**src/rtl/io_uart_tx_if.sv**
```systemverilog
// CPU-facing bus of the UART transmitter: the CPU io_out word in, the status word
// back to the CPU io_in port, and the serial line.
interface io_uart_tx_if;
  logic [31:0] io_out;
  logic [31:0] status;
  logic        tx;

  modport master (output io_out, input status, input tx);
  modport slave  (input io_out, output status, output tx);
endinterface

```
**src/rtl/io_uart_tx.sv**
```systemverilog
// Memory-mapped 8N1 UART transmitter: toggle-strobed byte writes are queued in a small
// circular FIFO and serialized LSB first on tx.
module io_uart_tx #(
  parameter int CLKS_PER_BIT = 16,
  parameter int FIFO_DEPTH   = 4
) (
  input logic         clk,
  input logic         rst,
  io_uart_tx_if.slave bus
);

  localparam int PW = (FIFO_DEPTH > 2) ? $clog2(FIFO_DEPTH) : 1;
  localparam int CW = $clog2(CLKS_PER_BIT);

  typedef enum logic [1:0] {IDLE, START, DATA, STOP} state_t;

  state_t        state;
  logic [CW-1:0] bit_cnt;
  logic [2:0]    bit_idx;
  logic [7:0]    shift;
  logic          tx_q;

  logic [7:0]    mem [FIFO_DEPTH];
  logic [PW-1:0] wr_ptr, rd_ptr;
  logic [2:0]    count;
  logic          prev_toggle, ack_toggle, overflow;

  logic write_req, bit_end, full, pop, push, drop, tx_busy;
  logic unused_bits;

  assign unused_bits = ^bus.io_out[31:10];

  assign write_req = bus.io_out[8] != prev_toggle;
  assign bit_end   = bit_cnt == CW'(CLKS_PER_BIT - 1);
  assign full      = count == 3'(FIFO_DEPTH);
  assign pop       = (count != 3'd0) && ((state == IDLE) || (state == STOP && bit_end));
  // A pop in the same cycle frees a slot, so a write into a full FIFO is still taken.
  assign push      = write_req && (!full || pop);
  assign drop      = write_req && full && !pop;
  assign tx_busy   = (state != IDLE) || (count != 3'd0);

  assign bus.status = {26'd0, count, overflow, tx_busy, ack_toggle};
  assign bus.tx     = tx_q;

  // NOTE: storage is not reset; count and pointers alone decide which entries are valid.
  always_ff @(posedge clk) begin
    if (push) mem[wr_ptr] <= bus.io_out[7:0];
  end

  // NOTE: all sequential state uses non-blocking assignments so every read sees pre-edge values.
  always_ff @(posedge clk) begin
    if (rst) begin
      wr_ptr      <= '0;
      rd_ptr      <= '0;
      count       <= 3'd0;
      prev_toggle <= 1'b0;
      ack_toggle  <= 1'b0;
      overflow    <= 1'b0;
    end else begin
      if (write_req) begin
        prev_toggle <= bus.io_out[8];
        ack_toggle  <= bus.io_out[8];
      end
      if (drop)               overflow <= 1'b1;
      else if (bus.io_out[9]) overflow <= 1'b0;

      if (push) wr_ptr <= (wr_ptr == PW'(FIFO_DEPTH - 1)) ? '0 : wr_ptr + 1'b1;
      if (pop)  rd_ptr <= (rd_ptr == PW'(FIFO_DEPTH - 1)) ? '0 : rd_ptr + 1'b1;

      if (push && !pop)      count <= count + 3'd1;
      else if (pop && !push) count <= count - 3'd1;
    end
  end

  always_ff @(posedge clk) begin
    if (rst) begin
      state   <= IDLE;
      bit_cnt <= '0;
      bit_idx <= 3'd0;
      shift   <= 8'd0;
      tx_q    <= 1'b1;
    end else begin
      case (state)
        IDLE: begin
          tx_q <= 1'b1;
          if (pop) begin
            shift   <= mem[rd_ptr];
            tx_q    <= 1'b0;
            bit_cnt <= '0;
            state   <= START;
          end
        end
        START: begin
          if (bit_end) begin
            tx_q    <= shift[0];
            bit_cnt <= '0;
            bit_idx <= 3'd0;
            state   <= DATA;
          end else begin
            bit_cnt <= bit_cnt + 1'b1;
          end
        end
        DATA: begin
          if (bit_end) begin
            bit_cnt <= '0;
            if (bit_idx == 3'd7) begin
              tx_q  <= 1'b1;
              state <= STOP;
            end else begin
              bit_idx <= bit_idx + 3'd1;
              shift   <= shift >> 1;
              tx_q    <= shift[1];
            end
          end else begin
            bit_cnt <= bit_cnt + 1'b1;
          end
        end
        STOP: begin
          if (bit_end) begin
            bit_cnt <= '0;
            // Chain straight into the next start bit when more data is waiting.
            if (pop) begin
              shift <= mem[rd_ptr];
              tx_q  <= 1'b0;
              state <= START;
            end else begin
              state <= IDLE;
            end
          end else begin
            bit_cnt <= bit_cnt + 1'b1;
          end
        end
        default: state <= IDLE;
      endcase
    end
  end

endmodule

```
**src/flat_wrapper.sv**
```systemverilog
// flat-port wrapper written by rule: the top's interface ports become plain ports
module io_uart_tx_flat 
#(
  parameter int CLKS_PER_BIT = 16,
  parameter int FIFO_DEPTH   = 4
)
  (clk, rst, bus_io_out, bus_status, bus_tx);
  io_uart_tx_if bus_i ();
  input logic clk;
  input logic rst;
  input wire logic [$bits(bus_i.io_out)-1:0] bus_io_out;
  output wire logic [$bits(bus_i.status)-1:0] bus_status;
  output wire logic [$bits(bus_i.tx)-1:0] bus_tx;
  assign bus_i.io_out = bus_io_out;
  assign bus_status = bus_i.status;
  assign bus_tx = bus_i.tx;
  io_uart_tx #(.CLKS_PER_BIT(CLKS_PER_BIT), .FIFO_DEPTH(FIFO_DEPTH)) u_core (.clk(clk), .rst(rst), .bus(bus_i));
endmodule
```
**config.mk**
```make
export PLATFORM = sky130hd
export DESIGN_NAME = io_uart_tx_flat
export DESIGN_NICKNAME = d
export VERILOG_FILES = /design/src/rtl/io_uart_tx_if.sv /design/src/rtl/io_uart_tx.sv /design/src/flat_wrapper.sv
export SDC_FILE = /design/constraint.sdc
export NUM_CORES = 1
export LEC_CHECK = 0
export CAP_MARGIN = 20
export CORE_ASPECT_RATIO = 1.25
export CORE_MARGIN = 2
export CORE_UTILIZATION = 51
export DETAILED_ROUTE_END_ITERATION = 8
export MAX_ROUTING_LAYER = met4
export PLACE_DENSITY_LB_ADDON = 0.2
export SLEW_MARGIN = 20
export SYNTH_ARGS = -nofsm -noshare
export SYNTH_HDL_FRONTEND = slang
export SYNTH_SLANG_ARGS = --single-unit
export TNS_END_PERCENT = 100
```
**constraint.sdc**
```tcl
create_clock -name clk -period 3.5 [get_ports clk]
set_input_delay 0.525 -clock clk [delete_from_list [all_inputs] [get_ports clk]]
set_output_delay 0.525 -clock clk [all_outputs]
set_load 0.05 [all_outputs]
```
Word level (Yosys, flattened, before mapping). Memories as Yosys holds them, arrays and structs flattened. A register that Yosys moved wholly into a read port is not among the register bits. Cells that the tools add are included.

Reductions and logical operators: 25. Add/subtract/negate cells: 6. Equal/unequal tests: 16. Muxes and demuxes: 36.

Operator list (count): 8-bit 2-to-1 mux (4); 8-bit one-hot mux with 3 select lines (1); 2-bit 2-to-1 mux (9); 3-bit 2-to-1 mux (5); 2-bit by 1-bit != test with 1-bit output, second input constant (6); 4-bit AND reduction (3); 1-bit 2-to-1 mux (11); 2-bit == test, second input constant (4); 4-bit 2-to-1 mux (2); 2-bit one-hot mux with 4 select lines (1); 4-bit one-hot mux with 2 select lines (1); 2-bit nonzero test (4); 1-bit logical AND (7); 3-bit by 1-bit adder with 3-bit output, second input constant (2); 3-bit == test, second input constant (2); 3-bit one-hot mux with 2 select lines (1); 3-bit nonzero test (2); 5-bit AND reduction (1); 2-bit by 1-bit adder with 2-bit output, second input constant (2); 4-bit by 1-bit adder with 4-bit output, second input constant (1); 4-bit == test, second input constant (1); 1-bit one-hot mux with 4 select lines (1); 1-bit logical NOT (3); 1-bit logical OR (3); other kinds (6) (6).

Logic and storage cells: 94. Input port bits: 34. Output and inout bits: 33. Memories kept: 1. Memory bits (writable): 32. Register bits after elaboration: 27.

Memory list: u_core.mem (words 4, width 8, rd ports 1, clocked after memory_dff 1, wr ports 1, line io_uart_tx.sv:23) `logic [7:0] mem [FIFO_DEPTH];`.

Depth between registers and ports, before layout. Gate-level depths: netlist of run 1.

Depth after elaboration: 10. Depth in mapped cells: 11. Mapped depth without buffers: 11.

Worst setup path after synthesis of run 1. No wires, ideal clock.

Path kind: register to register. Start point: register u_core.count[0]. End point: register u_core.count[2]. Library setup time: 0.070 ns. Stages on the path, launching flop included: 9. Arrival: 2.502 ns. Data required time: 3.430 ns. Slack: 0.927 ns. Cell sequence: dfxtp_1 -> nor2_1 -> a31oi_2 -> ha_1 -> inv_1 -> fa_1 -> xor2_1 -> or3_1 -> a21oi_1.

Longest elaborated chain between the ends: 7. Elaborated cells on any way between the ends: 15. Those cells by class: add/sub: 2; eq/ne: 1; mux: 2; reduce/logical: 10.

Ends and longest elaborated chain: from (decl) (line io_uart_tx.sv:25) `logic [2:0] count;`; from (signal assigned) (line io_uart_tx.sv:70) `if (push && !pop) count <= count + 3'd1;`; from (signal assigned) (line io_uart_tx.sv:71) `else if (pop && !push) count <= count - 3'd1;`; 3-bit == test or 3-bit nonzero test (tied branches) (line io_uart_tx.sv:35, io_uart_tx.sv:36); 1-bit logical NOT or 1-bit logical AND (tied branches) (line io_uart_tx.sv:38, io_uart_tx.sv:36); 1-bit logical OR (*) (line io_uart_tx.sv:38) `assign push = write_req && (!full || pop);`; 1-bit logical AND (*) (line io_uart_tx.sv:38); via u_core.push (line io_uart_tx.sv:28) `logic write_req, bit_end, full, pop, push, drop, tx_busy;`; 1-bit logical NOT (line io_uart_tx.sv:71); 1-bit logical AND (line io_uart_tx.sv:71); 2-bit nonzero test (no line).

Mark *: on every way through the listed nets, which the timed path passes. The rest lies on a longest branch. The select of a mux whose other input is x is not followed. A chain may end at the register's enable or synchronous reset.

Final worst setup path of run 1.
Start point: register u_core.state[0]. End point: output bus_status[1].

Longest elaborated chain between the ends: 2.

Ends and longest elaborated chain: from (decl) (line io_uart_tx.sv:17) `state_t state;`; from (signal assigned) (line io_uart_tx.sv:77) `state <= IDLE;`; from (signal assigned) (line io_uart_tx.sv:90) `state <= START;`; from (signal assigned) (line io_uart_tx.sv:98) `state <= DATA;`; 2-bit nonzero test (line io_uart_tx.sv:40) `assign tx_busy = (state != IDLE) || (count != 3'd0);`; 1-bit logical OR (line io_uart_tx.sv:40); to (decl) (line flat_wrapper.sv:12) `output wire logic [$bits(bus_i.status)-1:0] bus_status;`.

Every way passes these cells.

==> results of run 1 <==
==> routing by layer <==
metal  up-vias  share of wire, %  routed length, um  track usage (%)
li1        903                 -                  -                -
met3        10               3.7                178             3.46
met5         -                 0                  0                -
met4         0               2.0                 99             8.18
met2        37                49               2380             24.4
met1       838                45               2210             20.3
==> registers in the layout, indices dropped and copies added (netlist names), named ones only <==
signal	flops
u_core.bus.tx	1
u_core.shift	8
u_core.wr_ptr	2
u_core.bit_cnt	4
u_core.prev_toggle	1
u_core.mem	32
u_core.rd_ptr	2
u_core.overflow	1
u_core.count	3
u_core.state	2
u_core.bit_idx	3
==> metrics by stage <==
| stage | util (%) | setup slack (ns) | instances |
|---|---|---|---|
| floorplan | - | 0.927 | 281 |
| global placement | 54.2 | 0.720 | 325 |
| detailed placement | 54.2 | 0.698 | 325 |
| CTS | 58.4 | 0.586 | 341 |
| global route | 58.4 | 0.462 | 341 |
| finish | 58.4 | 0.594 | 341 |
==> logic make-up (layout without fill, tap and decap cells) <==
| kind of cell | Yosys count | after routing | synth area share [%] |
|---|---|---|---|
| and+or+nand+nor | 49 | 49 | 9.70 |
| AOI/OAI and AO/OA | 50 | 50 | 11.2 |
| muxes | 20 | 20 | 10.0 |
| other | 1 | 26 | 0.122 |
| DFF | 61 | 61 | 50.0 |
| buffers and inverters | 56 | 50 | 11.4 |
| adders and majority gates | 16 | 16 | 6.74 |
| xor gates and xnor gates | 3 | 3 | 0.852 |
==> critical path: stages, from the launching register on <==
cell,delay [ns]
dfxtp_1,0.35
inv_1,0.15
ha_1,0.27
nor4b_4,0.48
inv_1,0.08
clkdlybuf4s50_1,0.71
==> report_power, final <==
group | internal (mW) | switching [mW]
clock | 0.476 | 0.296
combinational | 0.453 | 0.594
sequential | 0.878 | 0.114
==> placed cells by master (no fill, tap or decap), types with 2 or more instances in the layout <==
cell / instances
a21oi_1: 12
a22oi_1: 3
a31oi_1: 7
and2_1: 6
bufinv_16: 3
clkbuf_8: 9
clkdlybuf4s50_1: 18
clkinvlp_4: 2
conb_1: 26
dfxtp_1: 29
edfxtp_1: 32
ha_1: 15
inv_1: 15
mux2_2: 7
mux2i_1: 5
mux4_2: 8
nand2_1: 4
nand3_1: 3
nand4_1: 2
nand4b_1: 2
nor2_1: 15
nor3b_1: 2
o21a_1: 7
o21ai_0: 9
o31ai_1: 2
or3_1: 3
xor2_1: 2
==> path summary, 6_finish.rpt <==
path	end	slack, ns	cells past startpoint
max	bus_status[1]	0.59	5
min	u_core.shift[7]	0.47	2
max reg2reg	u_core.count[2]	0.79	9
min reg2reg	u_core.shift[7]	0.47	2
==> cell type report <==
type	instances	area, um^2	share of cell area [%]
multi-input combinational	164	1280	37.8
tap	66	82.6	2.43
clock buffer	9	124	3.64
timing repair buffer	19	188	5.52
sequential	61	1540	45.3
clock inverter	7	123	3.61
inverter	15	56.3	1.66
==> flow_metrics.py, run 1 <==
metrics = {
    "run": {
        "maxCapViolCount": 0,
    },
    "worst_setup_path": {
        "path_max_fanout": 10,
        "worstSetupStartpointType": "register",
        "required_ns": 2.97,
        "cp-end-kind": "output pin",
        "rr_startpoint": "u_core.state[1]",
        "crit_type": "register to output pin",
        "crit_start": "u_core.state[0]",
        "worstPathArrival_ns": 2.38,
    },
    "die": {
        "rows": 31,
        "fp.coreArea_mm2": 0.00582,
        "boundaryPins": 67,
        "die_h_um": 90.9,
        "start_util_pct": 53.0,
        "design.die.area_mm2": 0.00669,
        "fp.dieW_um": 73.5,
    },
    "grt": {
        "grt_pass1_vias": 1666,
        "antenna_found_initial": 0,
        "grt_start_max_net_pins": 20,
        "grt_pass1_wl_mm": 7.93,
        "track_usage_pct": 16.2,
        "overflow": 0,
    },
    "sta": {
        "final.min_clock_period_ns": 2.91,
        "drv_slew": 0,
        "finalCritPeriodShare_pct": 83.0,
        "relSlewSlack_pct": 47.6,
        "rsz0062_at_grt": "false",
        "finalSetupViolations": 0,
        "final-hold-violation-count": 0,
        "worst_pin_slew_ns": 0.785,
        "skew_ns": 0.00771,
        "fin_tns_setup_ns": 0,
        "max_freq_mhz": 344,
        "whs_ns": 0.465,
    },
    "clock_network": {
        "tritoncts": "yes",
        "clock_path_buffers": 2,
        "cts_htree_levels": 3,
        "cts_setup_buffers": 0,
        "cts_root_buf": "clkbuf_8",
        "ctsHoldBuffers": 0,
        "clk_latency_ns": 0.34,
        "cts_resized": 0,
        "cts_buffers": 9,
        "clk_pin_slew_ns": 0.07,
        "cts_sinks": 61,
    },
    "route": {
        "route.vias.total": 1788,
        "via_per_inst": 5.24,
        "drtAntennaViolNets": 0,
        "dr.pass1.iters": 4,
        "drtIter0Drc": 62,
        "drc": 0,
        "wirelength_mm": 4.86,
        "wl_per_cell_um": 14.3,
    },
    "synthesis": {
        "synth_edf_count": 32,
        "async_flop_share_pct": 0,
        "synth_ff_type": "edfxtp_1",
        "seq_area_frac_synth_pct": 50.0,
        "synthTopCellsByCount": "32 x edfxtp_1, 29 x buf_4, 29 x dfxtp_1",
        "ys_seq_elements": 61,
        "yosysWarnings": 0,
        "yosys.cell_types.count": 53,
        "synth_top_area_cell": "edfxtp_1",
        "synthDominantCellAreaShare_pct": 31.2,
        "synth_area_leaders": "edfxtp_1 31%, dfxtp_1 19%, buf_4 7.1%",
        "synth_most_common_cell": "edfxtp_1",
        "synth_cells": 256,
        "avgSynthCellArea_um2": 12.0,
        "syn_area_mm2": 0.00308,
    },
    "final_layout": {
        "area_growth_pct": 10.3,
        "fill_cells": 489,
        "finalInstanceArea_mm2": 0.00340,
        "layout.nets": 320,
        "drive_gt1_share_pct": 15.3,
        "diodes": 0,
    },
    "power": {
        "vdd_ir_drop_max_uv": 447,
        "power.leakage_nw": 1.26,
        "p_total_mw": 2.81,
        "power_density_mw_per_mm2": 827,
    },
    "placed_design": {
        "place_area_mm2": 0.00315,
        "portBuffers": 18,
        "hpwl_mm": 3.38,
        "place.gp.congestion": 0.726,
    },
    "worst_hold_path": {
        "hold_start": "u_core.shift[7]",
        "worstHoldPathType": "register to register",
    },
    "status": {
        "status": "completed",
    },
}
Note: power is estimated with default switching activity, not from simulation.
==> run 2, diff against run 1 <==
CORE_UTILIZATION = 46   (was 51)
clock period = 2.35 ns   (was 3.5 ns; I/O delays follow)
==> run 2 against run 1 <==
First-iteration DRC count up 21%. Sequential cell count stayed put. Combinational power is 73% higher. Count of clock-buffer cells in the layout unchanged. Highest routed layer unchanged.
==> flow_metrics.py, run 2 (synthesized netlist as in run 1, its figures left out) <==
metrics = {
    "clock_network": {
        "cts_htree_levels": 3,
        "clk_pin_slew_ns": 0.07,
        "clk_latency_ns": 0.35,
        "clock_path_buffers": 2,
        "cts_sinks": 61,
        "cts_buffers": 9,
        "tritoncts": "yes",
        "cts_root_buf": "clkbuf_8",
    },
    "final_layout": {
        "finalInstanceArea_mm2": 0.00356,
        "multiInputGateArea_mm2": 0.00132,
        "largest_register_ffs": 32,
        "final_common_cell": "edfxtp_1",
        "post-route-util_pct": 54.6,
        "drive_gt1_share_pct": 25.1,
        "fill_cells": 585,
        "final_cell_mix": "32 x edfxtp_1, 26 x conb_1, 26 x buf_4",
        "layout.nets": 344,
        "area_growth_pct": 15.6,
        "largest_register": "u_core.mem",
        "seq_area_mm2": 0.00155,
        "reg_top3": "u_core.mem: 32 flops, u_core.shift: 8 flops, u_core.bit_cnt: 4 flops",
        "diodes": 0,
    },
    "die": {
        "rows": 33,
        "start_util_pct": 47.3,
        "fp.coreArea_mm2": 0.00652,
        "fp.dieW_um": 77.2,
        "die_h_um": 95.5,
        "design.die.area_mm2": 0.00738,
        "boundaryPins": 67,
    },
    "route": {
        "dr.pass1.iters": 6,
        "wl_per_cell_um": 13.4,
        "wirelength_mm": 5.19,
        "route.vias.total": 1912,
        "via_per_inst": 4.95,
        "drc": 0,
        "drtAntennaViolNets": 0,
        "drtIter0Drc": 75,
    },
    "placed_design": {
        "portBuffers": 18,
        "hpwl_mm": 3.73,
        "place_area_mm2": 0.00336,
        "place.gp.congestion": 0.760,
    },
    "worst_setup_path": {
        "crit_start": "u_core.state[1]",
        "cp-end-kind": "register",
        "path_max_fanout": 4,
        "reg2reg_to": "u_core.count[2]",
        "crit_type": "register to register",
        "r2r_slack_ns": 0.13,
        "required_ns": 2.62,
        "rr_startpoint": "u_core.state[1]",
        "critPathCapture": "u_core.count[2]",
        "worstSetupStartpointType": "register",
        "worstPathArrival_ns": 2.49,
        "ff2ff_path_depth": 11,
    },
    "sta": {
        "max_freq_mhz": 451,
        "skew_ns": 0.0124,
        "fin_tns_setup_ns": 0,
        "relSlewSlack_pct": 65.8,
        "final-hold-violation-count": 0,
        "worst_pin_slew_ns": 0.511,
        "finalCritPeriodShare_pct": 94.4,
        "rsz0062_at_grt": "false",
        "whs_ns": 0.468,
        "finalSetupViolations": 0,
        "final.min_clock_period_ns": 2.22,
        "drv_slew": 0,
    },
    "worst_hold_path": {
        "worstHoldPathType": "register to register",
        "worstHoldPathCells": 2,
    },
    "grt": {
        "overflow": 0,
        "track_usage_pct": 15.8,
        "antenna_found_initial": 0,
        "grt_pass1_wl_mm": 8.46,
        "grt_start_max_net_pins": 15,
        "grt_pass1_vias": 1806,
    },
    "power": {
        "power.leakage_nw": 1.35,
        "power_density_mw_per_mm2": 1150,
        "vdd_ir_drop_max_uv": 574,
    },
    "status": {
        "status": "completed",
    },
    "run": {
        "maxCapViolCount": 0,
    },
}
run 2: metrics by stage:
stage / cells / power, mW / setup WS [ns]
4_1_cts: 384 / 4.11 / 0.0228
6_report: 386 / 4.10 / 0.132
3_5_place_dp: 368 / 3.26 / -0.0587
3_3_place_gp: 368 / 3.24 / -0.0417
5_1_grt: 386 / 4.37 / 0.00563
2_1_floorplan: 281 / 2.87 / 0.00945
run 2: cell type report:
class	instances	area share (%)
multi-input combinational	164	36.9
sequential	61	43.4
inverter	15	1.58
clock inverter	7	1.37
timing repair buffer	43	10.2
clock buffer	9	3.47
tap	87	3.05
run 2: power by group:
group | internal (mW) | total, mW | switching, mW
Clock | 0.385 | 0.820 | 0.435
Sequential | 1.31 | 1.46 | 0.149
Combinational | 0.854 | 1.82 | 0.967
run 2: repair_timing:
action	4_1_cts	5_1_grt
hold buffers	0	0
resized for setup	2	4
pin swaps	0	1
endpoints found under the setup margin	1	1
setup buffers	0	2
run 2: worst min-delay path by stage:
stage / start / endpoint
finish: u_core.shift[7] / u_core.shift[7]
CTS: u_core.shift[7] / u_core.shift[7]
detailed placement: u_core.shift[7] / u_core.shift[7]
global placement: u_core.shift[7] / u_core.shift[7]
floorplan: u_core.shift[7] / u_core.shift[7]
global route: u_core.shift[7] / u_core.shift[7]
run 2: metal layers:
| metal | global-route usage [%] | part of all wire, % | wire [um] | vias up |
|---|---|---|---|---|
| met2 | 26.1 | 52 | 2680 | 39 |
| met5 | - | 0 | 0 | - |
| met1 | 17.1 | 43 | 2230 | 923 |
| met3 | 5.11 | 3.9 | 200 | 7 |
| li1 | - | - | - | 943 |
| met4 | 8.04 | 1.6 | 85 | 0 |
run 2: worst max-delay path: stages, from the launching register on:
cell and delay [ns]:
dfxtp_1 0.35, inv_1 0.06, ha_2 0.20, a41oi_4 0.28
nor2_2 0.07, inv_1 0.07, ha_2 0.17, inv_1 0.05
fa_2 0.33, xor2_1 0.15, or3_1 0.30, a21oi_1 0.13
==> run 3, diff against run 2 <==
GPL_ROUTABILITY_DRIVEN = 1   (was not set)
==> results of run 3 <==
No change in the layout: final DEF, timing and power equal those of run 2.
